## src/rtl/usb_tx_pcu_if.sv

```systemverilog
// usb_tx_pcu_if
//   Bundles the command, TX-buffer and serializer handshake signals of the
//   USB transmit packet control unit.
//   master : command source / TX buffer / serializer side (the environment)
//   slave  : the packet control unit itself
//   Signals:
//     tx_packet, tx_packet_data_size  packet command and payload size
//     tx_packet_data, get_tx_packet_data  TX buffer read port
//     tx_byte, load_byte, byte_done   byte handoff to the serializer
//     send_eop, eop_done              end-of-packet request/completion
//     tx_busy, tx_done, tx_error      status
interface usb_tx_pcu_if #(
  parameter int SIZE_W = 7
);
  logic [2:0]        tx_packet;
  logic [SIZE_W-1:0] tx_packet_data_size;
  logic [7:0]        tx_packet_data;
  logic              get_tx_packet_data;
  logic [7:0]        tx_byte;
  logic              load_byte;
  logic              byte_done;
  logic              send_eop;
  logic              eop_done;
  logic              tx_busy;
  logic              tx_done;
  logic              tx_error;

  modport master (
    output tx_packet, tx_packet_data_size, tx_packet_data, byte_done, eop_done,
    input  get_tx_packet_data, tx_byte, load_byte, send_eop, tx_busy, tx_done, tx_error
  );

  modport slave (
    input  tx_packet, tx_packet_data_size, tx_packet_data, byte_done, eop_done,
    output get_tx_packet_data, tx_byte, load_byte, send_eop, tx_busy, tx_done, tx_error
  );
endinterface

```

## src/rtl/usb_tx_pcu.sv

```systemverilog
// usb_tx_pcu
//   Transmit-side packet control unit. On a one-cycle command in IDLE it
//   sequences SYNC, PID, optional payload (fetched from the TX buffer),
//   CRC16 and EOP, handing whole bytes to the serializer over load/done.
//   Ports:
//     clk    system clock, posedge
//     n_rst  asynchronous active-low reset
//     bus    usb_tx_pcu_if slave modport (command, TX buffer, serializer, status)
module usb_tx_pcu #(
  parameter int MAX_DATA = 64,
  parameter int SIZE_W   = 7
) (
  input logic          clk,
  input logic          n_rst,
  usb_tx_pcu_if.slave  bus
);

  localparam logic [2:0]        CMD_DATA0 = 3'd1;
  localparam logic [2:0]        CMD_DATA1 = 3'd2;
  localparam logic [2:0]        CMD_STALL = 3'd5;
  localparam logic [SIZE_W-1:0] MAX_SIZE  = SIZE_W'(MAX_DATA);

  typedef enum logic [3:0] {
    IDLE, SYNC_LD, SYNC_WT, PID_LD, PID_WT, FETCH, DATA_LD, DATA_WT,
    CRCL_LD, CRCL_WT, CRCH_LD, CRCH_WT, EOP, EOP_WT, DONE, ERROR
  } state_t;

  state_t            state_q, state_d;
  logic [7:0]        tx_byte_q, tx_byte_d;
  logic [15:0]       crc_q, crc_d;
  logic [SIZE_W-1:0] cnt_q, cnt_d;
  logic [2:0]        cmd_q, cmd_d;
  logic              is_data_cmd;

  // PID byte is {~pid, pid}
  function automatic logic [7:0] pid_byte(input logic [2:0] cmd);
    logic [7:0] b;
    case (cmd)
      3'd1:    b = 8'hC3;
      3'd2:    b = 8'h4B;
      3'd3:    b = 8'hD2;
      3'd4:    b = 8'h5A;
      default: b = 8'h1E;
    endcase
    return b;
  endfunction

  // Reflected CRC16 (0xA001), one byte processed LSB first in a single cycle
  function automatic logic [15:0] crc_byte(input logic [15:0] crc_in, input logic [7:0] data);
    logic [15:0] c;
    c = crc_in;
    for (int i = 0; i < 8; i++) begin
      if (c[0] ^ data[i]) c = (c >> 1) ^ 16'hA001;
      else                c = c >> 1;
    end
    return c;
  endfunction

  assign is_data_cmd = (cmd_q == CMD_DATA0) || (cmd_q == CMD_DATA1);

  always_ff @(posedge clk or negedge n_rst) begin
    if (!n_rst) begin
      state_q   <= IDLE;
      tx_byte_q <= 8'h00;
      crc_q     <= 16'hFFFF;
      cnt_q     <= '0;
      cmd_q     <= '0;
    end else begin
      state_q   <= state_d;
      tx_byte_q <= tx_byte_d;
      crc_q     <= crc_d;
      cnt_q     <= cnt_d;
      cmd_q     <= cmd_d;
    end
  end

  // Next-byte values are prepared on the transition into each *_LD state so
  // the byte register already holds them for the whole load cycle.
  always_comb begin
    state_d   = state_q;
    tx_byte_d = tx_byte_q;
    crc_d     = crc_q;
    cnt_d     = cnt_q;
    cmd_d     = cmd_q;
    case (state_q)
      IDLE: begin
        if (bus.tx_packet != 3'd0) begin
          if (bus.tx_packet > CMD_STALL) begin
            state_d = ERROR;
          end else if (((bus.tx_packet == CMD_DATA0) || (bus.tx_packet == CMD_DATA1)) &&
                       (bus.tx_packet_data_size > MAX_SIZE)) begin
            state_d = ERROR;
          end else begin
            cmd_d     = bus.tx_packet;
            cnt_d     = bus.tx_packet_data_size;
            crc_d     = 16'hFFFF;
            tx_byte_d = 8'h80;
            state_d   = SYNC_LD;
          end
        end
      end
      SYNC_LD: state_d = SYNC_WT;
      SYNC_WT: begin
        if (bus.byte_done) begin
          tx_byte_d = pid_byte(cmd_q);
          state_d   = PID_LD;
        end
      end
      PID_LD: state_d = PID_WT;
      PID_WT: begin
        if (bus.byte_done) begin
          if (!is_data_cmd) begin
            state_d = EOP;
          end else if (cnt_q != '0) begin
            state_d = FETCH;
          end else begin
            tx_byte_d = ~crc_q[7:0];
            state_d   = CRCL_LD;
          end
        end
      end
      FETCH: state_d = DATA_LD;
      DATA_LD: begin
        tx_byte_d = bus.tx_packet_data;
        crc_d     = crc_byte(crc_q, bus.tx_packet_data);
        cnt_d     = cnt_q - SIZE_W'(1);
        state_d   = DATA_WT;
      end
      DATA_WT: begin
        if (bus.byte_done) begin
          if (cnt_q != '0) begin
            state_d = FETCH;
          end else begin
            tx_byte_d = ~crc_q[7:0];
            state_d   = CRCL_LD;
          end
        end
      end
      CRCL_LD: state_d = CRCL_WT;
      CRCL_WT: begin
        if (bus.byte_done) begin
          tx_byte_d = ~crc_q[15:8];
          state_d   = CRCH_LD;
        end
      end
      CRCH_LD: state_d = CRCH_WT;
      CRCH_WT: if (bus.byte_done) state_d = EOP;
      EOP:     state_d = EOP_WT;
      EOP_WT:  if (bus.eop_done) state_d = DONE;
      DONE:    state_d = IDLE;
      ERROR:   state_d = IDLE;
      default: state_d = IDLE;
    endcase
  end

  // Buffer data only arrives during DATA_LD, so that one load cycle presents
  // it directly; the register captures it and holds it until the next load.
  assign bus.tx_byte = (state_q == DATA_LD) ? bus.tx_packet_data : tx_byte_q;

  assign bus.load_byte = (state_q == SYNC_LD) || (state_q == PID_LD) || (state_q == DATA_LD) ||
                         (state_q == CRCL_LD) || (state_q == CRCH_LD);
  assign bus.get_tx_packet_data = (state_q == FETCH);
  assign bus.send_eop = (state_q == EOP);
  assign bus.tx_done  = (state_q == DONE);
  assign bus.tx_error = (state_q == ERROR);
  assign bus.tx_busy  = (state_q != IDLE);

endmodule

```

## src/flat_wrapper.sv

```systemverilog
// flat-port wrapper written by rule: the top's interface ports become plain ports
module usb_tx_pcu_flat 
#(
  parameter int MAX_DATA = 64,
  parameter int SIZE_W   = 7
)
  (clk, n_rst, bus_tx_packet, bus_tx_packet_data_size, bus_tx_packet_data, bus_byte_done, bus_eop_done, bus_get_tx_packet_data, bus_tx_byte, bus_load_byte, bus_send_eop, bus_tx_busy, bus_tx_done, bus_tx_error);
  usb_tx_pcu_if #(.SIZE_W(SIZE_W)) bus_i ();
  input logic clk;
  input logic n_rst;
  input wire logic [$bits(bus_i.tx_packet)-1:0] bus_tx_packet;
  input wire logic [$bits(bus_i.tx_packet_data_size)-1:0] bus_tx_packet_data_size;
  input wire logic [$bits(bus_i.tx_packet_data)-1:0] bus_tx_packet_data;
  input wire logic [$bits(bus_i.byte_done)-1:0] bus_byte_done;
  input wire logic [$bits(bus_i.eop_done)-1:0] bus_eop_done;
  output wire logic [$bits(bus_i.get_tx_packet_data)-1:0] bus_get_tx_packet_data;
  output wire logic [$bits(bus_i.tx_byte)-1:0] bus_tx_byte;
  output wire logic [$bits(bus_i.load_byte)-1:0] bus_load_byte;
  output wire logic [$bits(bus_i.send_eop)-1:0] bus_send_eop;
  output wire logic [$bits(bus_i.tx_busy)-1:0] bus_tx_busy;
  output wire logic [$bits(bus_i.tx_done)-1:0] bus_tx_done;
  output wire logic [$bits(bus_i.tx_error)-1:0] bus_tx_error;
  assign bus_i.tx_packet = bus_tx_packet;
  assign bus_i.tx_packet_data_size = bus_tx_packet_data_size;
  assign bus_i.tx_packet_data = bus_tx_packet_data;
  assign bus_i.byte_done = bus_byte_done;
  assign bus_i.eop_done = bus_eop_done;
  assign bus_get_tx_packet_data = bus_i.get_tx_packet_data;
  assign bus_tx_byte = bus_i.tx_byte;
  assign bus_load_byte = bus_i.load_byte;
  assign bus_send_eop = bus_i.send_eop;
  assign bus_tx_busy = bus_i.tx_busy;
  assign bus_tx_done = bus_i.tx_done;
  assign bus_tx_error = bus_i.tx_error;
  usb_tx_pcu #(.MAX_DATA(MAX_DATA), .SIZE_W(SIZE_W)) u_core (.clk(clk), .n_rst(n_rst), .bus(bus_i));
endmodule
```

## config.mk

```make
export PLATFORM = sky130hd
export DESIGN_NAME = usb_tx_pcu_flat
export DESIGN_NICKNAME = d
export VERILOG_FILES = /design/src/rtl/usb_tx_pcu_if.sv /design/src/rtl/usb_tx_pcu.sv /design/src/flat_wrapper.sv
export SDC_FILE = /design/constraint.sdc
export NUM_CORES = 1
export LEC_CHECK = 0
export BUFFER_PORTS_ARGS = -buffer_cell sky130_fd_sc_hd__buf_2
export CORE_AREA = 3 3 91 75
export DETAILED_ROUTE_END_ITERATION = 12
export DIE_AREA = 0 0 94 78
export GPL_ROUTABILITY_DRIVEN = 1
export GPL_TIMING_DRIVEN = 0
export PLACE_DENSITY = 0.65
export SYNTH_ARGS = -nofsm -noshare
export SYNTH_HDL_FRONTEND = slang
export SYNTH_SLANG_ARGS = --single-unit
```

## constraint.sdc

```tcl
create_clock -name clk -period 4.35 [get_ports clk]
set_clock_uncertainty 0.15 [all_clocks]
set_input_delay 0.435 -clock clk [delete_from_list [all_inputs] [get_ports clk]]
set_output_delay 0.435 -clock clk [all_outputs]
set_load 0.02 [all_outputs]
```

==> results of run 1 <==
-- layer usage --
metal	GRT usage, %	wire [um]
met1	31.0	3530
met3	5.33	561
met2	29.4	3090
met5	0	0
met4	6.06	106
-- state kept, by name, summed over array words and instances (netlist names) --
name and cells:
u_core.cnt_q 7, u_core.cmd_q 3, u_core.tx_byte_q 8, u_core.state_q 4
u_core.crc_q 16
-- power by group through the flow --
stage / Clock [uW] / Sequential, uW / Combinational (uW)
floorplan: 0 / 632 / 1140
global placement: 0 / 659 / 1450
detailed placement: 0 / 665 / 1460
CTS: 265 / 660 / 1470
global route: 282 / 682 / 1640
finish: 261 / 664 / 1480
-- per-stage QoR --
step | std cells | hold WS, ns
floorplan | 299 | -0.0106
CTS | 422 | 0.137
finish | 422 | 0.0904
global route | 422 | 0.155
global placement | 414 | 0.337
detailed placement | 414 | 0.344
-- kinds of logic after synthesis --
family | Yosys count
AO/OA/AOI/OAI | 86
multiplexers | 11
AND/OR/NAND/NOR | 108
buffers and inverters | 29
adder cells (fa/ha/maj) | 2
flip-flops | 38
XOR/XNOR | 25
-- final cells by class --
cell class | count | area [um2]
flip-flops and latches | 38 | 971
clock inverters | 2 | 12.5
well taps | 81 | 101
plain buffers | 19 | 80.1
repair buffers | 34 | 170
inverters | 10 | 37.5
clock buffers | 6 | 82.6
fillers | 579 | 2900
multi-input cells | 232 | 1580
-- synth_stat cells (3+ instances only) --
cell type	number	area, um2
sky130_fd_sc_hd__buf_2	7	35.0
sky130_fd_sc_hd__inv_1	9	33.8
sky130_fd_sc_hd__nand3_1	5	25.0
sky130_fd_sc_hd__nor2_1	36	135
sky130_fd_sc_hd__xor2_1	5	43.8
sky130_fd_sc_hd__o21ai_0	9	45.0
sky130_fd_sc_hd__nor3b_1	3	22.5
sky130_fd_sc_hd__a21oi_1	17	85.1
sky130_fd_sc_hd__xnor2_1	18	158
sky130_fd_sc_hd__and2_1	6	37.5
sky130_fd_sc_hd__dfstp_2	16	420
sky130_fd_sc_hd__clkbuf_1	8	30.0
sky130_fd_sc_hd__o31ai_1	3	22.5
sky130_fd_sc_hd__buf_1	4	15.0
sky130_fd_sc_hd__a22oi_1	11	82.6
sky130_fd_sc_hd__dfrtp_1	22	551
sky130_fd_sc_hd__a221oi_1	3	26.3
sky130_fd_sc_hd__o41ai_1	3	26.3
sky130_fd_sc_hd__o221ai_1	4	35.0
sky130_fd_sc_hd__mux2_2	10	113
sky130_fd_sc_hd__o221a_2	3	33.8
sky130_fd_sc_hd__a211oi_1	3	22.5
sky130_fd_sc_hd__a31oi_1	5	31.3
sky130_fd_sc_hd__nand2b_1	4	25.0
sky130_fd_sc_hd__nor3_1	7	35.0
sky130_fd_sc_hd__o22ai_1	4	25.0
sky130_fd_sc_hd__nand2_1	36	135
-- path summary, 6_finish.rpt --
path	to	slack, ns	cells past startpoint
max	bus_tx_byte[4]	0.70	8
min	u_core.state_q[2]	0.09	1
max reg2reg	u_core.crc_q[13]	1.51	7
min reg2reg	u_core.tx_byte_q[3]	0.36	1
max in group asynchronous	u_core.tx_byte_q[5]	3.41	1
min in group clk	u_core.cnt_q[1]	0.26	3
-- worst max-delay path: stages, from the launching register on --
cell                       delay [ns]
sky130_fd_sc_hd__dfrtp_1         0.37
sky130_fd_sc_hd__clkbuf_1        0.18
sky130_fd_sc_hd__clkbuf_1        0.25
sky130_fd_sc_hd__nor4bb_1        0.78
sky130_fd_sc_hd__buf_2           0.37
sky130_fd_sc_hd__buf_1           0.45
sky130_fd_sc_hd__nand2_1         0.12
sky130_fd_sc_hd__nand2_1         0.08
sky130_fd_sc_hd__buf_2           0.16
==> flow_summary.rst, run 1 <==
.. list-table::
   :header-rows: 1

   * - Metric
     - Value
   * - Outcome
     - completed
   * - Fin nets
     - 364
   * - Largest net degree at the start of global routing
     - 39
   * - Async set-reset flop share out of synthesis
     - 100%
   * - Post-route cell area
     - roughly 0.0030 mm2
   * - Wire length of the first global-routing pass
     - roughly 12000 um
   * - Num CTS Buffers
     - 5
   * - Antenna Cells
     - 0
   * - CTS Root Buffer Type
     - sky130_fd_sc_hd__clkbuf_8
   * - Slew margin rel.
     - a little over two fifths
   * - Chip Height
     - 78 um
   * - Power consumption
     - 2410 uW
   * - Static leakage
     - between 0.001 and 0.0015 uW
   * - Core Region
     - 0.00594 mm2
   * - Power density over the cells
     - 791 mW/mm2
   * - Synth Area in Adders
     - 0.936%
   * - Internal power consumption
     - 1310 uW
   * - Synth Flop Type
     - sky130_fd_sc_hd__dfrtp_1
   * - Total DRC errors in the routed layout
     - 0
   * - Register area share after synthesis
     - 36.3%
   * - Worst setup path start
     - u_core.state_q[0]
   * - Cell area after technology mapping
     - 0.00267 mm2
   * - Minimum setup slack in the final design
     - 0.699 ns
   * - Via count of the first global-routing pass
     - ~2300
   * - Total number of yosys warnings
     - 0
   * - Final setup fails
     - 0
   * - Dominant combinational cell family by area after synthesis
     - compound AO/OA/AOI/OAI gates
   * - Top-level I/O count
     - 36
   * - Most frequent cells in the layout
     - 41 x sky130_fd_sc_hd__buf_2, 36 x sky130_fd_sc_hd__nand2_1, 36 x sky130_fd_sc_hd__nor2_1, 22 x sky130_fd_sc_hd__dfrtp_1, 18 x sky130_fd_sc_hd__xnor2_1
   * - Insertion delay of the later-clocked pin in the worst-skew pair
     - 0.30 ns
   * - DRT antenna net count
     - 0
   * - Max Cap Violations
     - 0
   * - Switching power
     - approximately 1100 uW
   * - Transition time of the tightest slew-check pin
     - 0.855 ns
   * - Clk network pwr share
     - 10.9%
   * - Number of antenna violations at the first check in global routing
     - 0
   * - Highest clock frequency the design can meet
     - 274 MHz
   * - Total of cells resized after clock tree synthesis
     - 0
   * - Kind of critical path
     - reg2out
   * - Average vias per placed instance
     - 5.79
   * - Worst endpoint required time
     - roughly 3.8 ns
   * - Area of the die
     - 0.00733 mm2
   * - Most common cell after layout, fill and taps aside
     - sky130_fd_sc_hd__buf_2
   * - Net Count, Synth
     - 323
   * - Number of core rows
     - 25
   * - Length of the first detailed-routing pass in iterations
     - 5
   * - Reg-to-Reg Start
     - u_core.state_q[0]
   * - Aggregate global routing overflow
     - 0
   * - Multiplexer share of the synthesized area
     - 4.59%
   * - Initial Utilization
     - 45.0%
   * - Hold/Removal Path Class
     - in2async
   * - Setup fix buffers added after clock tree synthesis
     - 0
   * - Final Cycle Share
     - 83.9%
   * - Post-CTS Hold Buffers
     - 0
   * - Compound-Gate Fraction of Synth Area
     - 25.1%
   * - Routed wire length
     - 7280 um
   * - Slew Viols, Final
     - 0
   * - Post-Synth Simple-Gate Area
     - 19.4%
   * - Share of total power in combinational logic
     - 61.5%
   * - VDD IR max
     - 0.290 mV
   * - Count of cell types in the netlist
     - 57
   * - Die W
     - 94 um
   * - Routability-driven placement congestion ratio
     - between 0.8 and 0.9
   * - Worst slack after detailed placement
     - about 1.1 ns
   * - Crit path launch type
     - flop
   * - TritonCTS clock tree
     - built
   * - Post-placement cell area
     - between 0.002 and 0.003 mm2
   * - Vias after detailed routing
     - 2442
   * - Unrepaired setup endpoints after global routing
     - false
   * - Final standard cell utilization of the core
     - 51.1%
   * - Register bit count reported by yosys
     - 38
   * - Total clock sinks
     - 38
   * - Maximum fanout encountered on the critical timing path
     - 10
   * - Hold violation total from the final report
     - 0
   * - Post-synthesis to final-layout area growth
     - 13.7%
   * - Clock-pin slew on the worst setup and hold paths
     - 0.08 ns
   * - CTS H-tree depth
     - 2
   * - Share of layout cells above drive strength 1
     - a little over a quarter
   * - Setup TNS
     - 0 ns
   * - Synth Area in XOR/XNOR
     - 9.22%
   * - Post-layout min period
     - about 3.7 ns
   * - Syn Inst Count
     - 299
   * - Worst-case clock buffer depth
     - 2
   * - Number of DRC violations after detailed-routing iteration 0
     - 169
   * - Worst Path Arrival
     - 3.07 ns
   * - Aggregate global-route resource usage
     - between 20% and 30%
   * - Share of total power consumed by net switching
     - 45.7%
   * - Flop pwr share
     - 27.6%
   * - Per-instance average area after synthesis
     - 8.94 um2
   * - Post-DP HPWL
     - around 5300 um
   * - Number of port buffers
     - 34
   * - Number of synthesized flops with an enable pin
     - 0
   * - Wire length per cell
     - 17.3 um
   * - Sort of element at the end of the critical path
     - primary output
Note: power is estimated with default switching activity, not from simulation.
==> run 2, diff against run 1 <==
--- a/config.mk
+++ b/config.mk
@@ -11,7 +11,7 @@
 export DIE_AREA = 0 0 94 78
 export GPL_ROUTABILITY_DRIVEN = 1
 export GPL_TIMING_DRIVEN = 0
-export PLACE_DENSITY = 0.65
+export PLACE_DENSITY = 0.67
 export SYNTH_ARGS = -nofsm -noshare
 export SYNTH_HDL_FRONTEND = slang
 export SYNTH_SLANG_ARGS = --single-unit
==> constraint.sdc (replaced) <==
create_clock -name clk -period 3.1 [get_ports clk]
set_clock_uncertainty 0.15 [all_clocks]
set_input_delay 0.31 -clock clk [delete_from_list [all_inputs] [get_ports clk]]
set_output_delay 0.31 -clock clk [all_outputs]
set_load 0.02 [all_outputs]
==> run 2 against run 1 <==
Effect of this change: the flow now finishes with violations (hold timing); critical path depth is the same; global-route usage is 0.66 points higher; first-iteration DRC count is 2.4% lower; cell area rose by 2.1%; count of clock-buffer cells in the layout is the same; register-to-register slack got worse by 1.1 ns; setup slack worse by 0.52 ns; die area unchanged; critical path type unchanged.
==> flow_summary.rst, run 2 (synthesized netlist as in run 1, its figures left out) <==
.. list-table::
   :header-rows: 1

   * - Metric
     - Value
   * - Minimum setup slack in the final design
     - 0.181 ns
   * - Fin nets
     - between 300 and 400
   * - Unrepaired setup endpoints after global routing
     - false
   * - Path depth of the worst reg2reg path
     - 7
   * - Final setup fails
     - 0
   * - Number of core rows
     - 25
   * - Area of the die
     - around 0.0073 mm2
   * - Aggregate global-route resource usage
     - 21.4%
   * - WHS
     - -0.0380 ns
   * - Final standard cell utilization of the core
     - between 50% and 60%
   * - Clk network pwr share
     - around 15%
   * - Worst Path Arrival
     - ~2.5 ns
   * - Static leakage
     - 0.00130 uW
   * - Hold violation total from the final report
     - 22
   * - Share of total power in combinational logic
     - 58.9%
   * - Wire length per cell
     - approximately 17 um
   * - Number of buffer and inverter instances along the worst setup path
     - 5
   * - Aggregate global routing overflow
     - 0
   * - Routability-driven placement congestion ratio
     - 0.856
   * - Total clock sinks
     - 38
   * - Register containing the most flip-flops in the final layout
     - u_core.crc_q
   * - Flop pwr share
     - 26.1%
   * - Slew margin rel.
     - between 40% and 50%
   * - Internal power consumption
     - 2010 uW
   * - Number of flip-flops under the largest register name
     - 16
   * - Post-synthesis to final-layout area growth
     - 16.2%
   * - Initial Utilization
     - 45.0%
   * - CP max stage cell
     - sky130_fd_sc_hd__dfrtp_1
   * - Power consumption
     - 3550 uW
   * - Antenna Cells
     - 0
   * - DRT antenna net count
     - 0
   * - Chip Height
     - approximately 78 um
   * - Vias after detailed routing
     - between 2000 and 2500
   * - Kind of critical path
     - reg2out
   * - Core Region
     - 0.00594 mm2
   * - Worst endpoint required time
     - 2.64 ns
   * - Most common cell after layout, fill and taps aside
     - sky130_fd_sc_hd__buf_2
   * - Post-route cell area
     - slightly above 0.003 mm2
   * - Switching power
     - 1540 uW
   * - Length of the first detailed-routing pass in iterations
     - 5
   * - Sort of element at the end of the critical path
     - primary output
   * - Total DRC errors in the routed layout
     - 0
   * - Maximum single-stage delay on the critical path
     - 0.33 ns
   * - Worst-case clock buffer depth
     - 2
   * - Transition time of the tightest slew-check pin
     - roughly 0.85 ns
   * - Insertion delay of the later-clocked pin in the worst-skew pair
     - 0.30 ns
   * - Largest net degree at the start of global routing
     - 39
   * - Highest clock frequency the design can meet
     - 343 MHz
   * - Num CTS Buffers
     - 5
   * - Most frequent cells in the layout
     - 41 x sky130_fd_sc_hd__buf_2, 36 x sky130_fd_sc_hd__nand2_1, 36 x sky130_fd_sc_hd__nor2_1, 22 x sky130_fd_sc_hd__dfrtp_1, 18 x sky130_fd_sc_hd__xnor2_1
   * - Die W
     - 94 um
   * - Maximum fanout encountered on the critical timing path
     - 10
   * - Slew Viols, Final
     - 0
   * - Max Cap Violations
     - 0
   * - Outcome
     - finished, violations left
   * - Number of port buffers
     - 34
   * - Average vias per placed instance
     - 5.91
   * - VDD IR max
     - 0.422 mV
   * - Cells traversed along the worst timing path
     - clkbuf_1 > clkbuf_2 > nand4bb_1 > clkbuf_2 > clkbuf_4 > nand2_1 > nand2_1 > buf_2
   * - Failing checks
     - hold timing
   * - Share of layout cells above drive strength 1
     - 27.6%
   * - Power density over the cells
     - 1140 mW/mm2
   * - Wire length of the first global-routing pass
     - 12400 um
   * - Final Cycle Share
     - 94.1%
   * - Setup slack of the most critical reg-to-reg path
     - 0.45 ns
   * - CTS Root Buffer Type
     - sky130_fd_sc_hd__clkbuf_8
   * - Crit path launch type
     - flop
   * - CTS H-tree depth
     - 2
   * - Hold/Removal Path Class
     - in2async
   * - Via count of the first global-routing pass
     - ~2400
   * - Post-CTS Hold Buffers
     - 0
   * - Routed wire length
     - slightly above 7000 um
   * - Top-level I/O count
     - 36
   * - Post-DP HPWL
     - 5270 um
   * - Largest registers
     - u_core.crc_q x16, u_core.tx_byte_q x8, u_core.cnt_q x7
   * - Post-placement cell area
     - 0.00294 mm2
   * - Worst slack after detailed placement
     - -0.106 ns
   * - Critical path's top delay family
     - buffers and inverters
   * - Number of antenna violations at the first check in global routing
     - 0
   * - Clock-pin slew on the worst setup and hold paths
     - about 0.080 ns
   * - Stages on worst setup path
     - 8
   * - Post-layout min period
     - 2.92 ns
   * - Number of DRC violations after detailed-routing iteration 0
     - 165
   * - TritonCTS clock tree
     - built
   * - Share of total power consumed by net switching
     - 43.3%
==> run 2: stage by stage <==
stage          cells  setup TNS [ns]  hold slack (ns)
3_5_place_dp     414          -0.365            0.324
3_3_place_gp     414          -0.432            0.330
2_1_floorplan    299               0           -0.136
5_1_grt          421               0           0.0509
6_report         421               0          -0.0380
4_1_cts          421               0          0.00647
==> run 2: cell type report <==
cell class                 count  area, um2
buffer                        18       82.6
clock buffer                   6       82.6
fill                         584       2840
multi-input combinational    232       1600
timing repair buffer          34        170
sequential                    38        971
inverter                      10       37.5
tap                           81        101
clock inverter                 2       60.1
==> run 2: final timing paths <==
path	start	to
worst max register to register	u_core.state_q[3]	u_core.tx_byte_q[4]
min in group clk	bus_tx_packet_data_size[0]	u_core.cnt_q[0]
worst max-delay path	u_core.state_q[0]	bus_tx_byte[4]
worst min-delay path	n_rst	u_core.state_q[3]
worst min register to register	u_core.tx_byte_q[0]	u_core.tx_byte_q[0]
max in group asynchronous	n_rst	u_core.cmd_q[0]
==> run 2: metal layers <==
layer / wire, um / share of wire [%] / vias to the layer above / track usage [%]
li1: - / - / 1167 / -
met1: 3480 / 48 / 1203 / 34.0
met2: 3120 / 43 / 110 / 30.3
met3: 547 / 7.6 / 8 / 3.29
met4: 92 / 1.3 / 0 / 4.91
met5: 0 / 0 / - / 0
==> run 2: power groups by stage <==
| stage | Sequential (uW) | Combinational (uW) | Clock [uW] |
|---|---|---|---|
| 4_1_cts | 922 | 2060 | 535 |
| 2_1_floorplan | 886 | 1600 | 0 |
| 3_5_place_dp | 930 | 2050 | 0 |
| 5_1_grt | 956 | 2300 | 553 |
| 3_3_place_gp | 923 | 2010 | 0 |
| 6_report | 925 | 2090 | 534 |
==> run 2: timing repair <==
action	CTS	global route
setup buffers	0	0
resized for setup	3	5
endpoints found under the setup margin	8	8
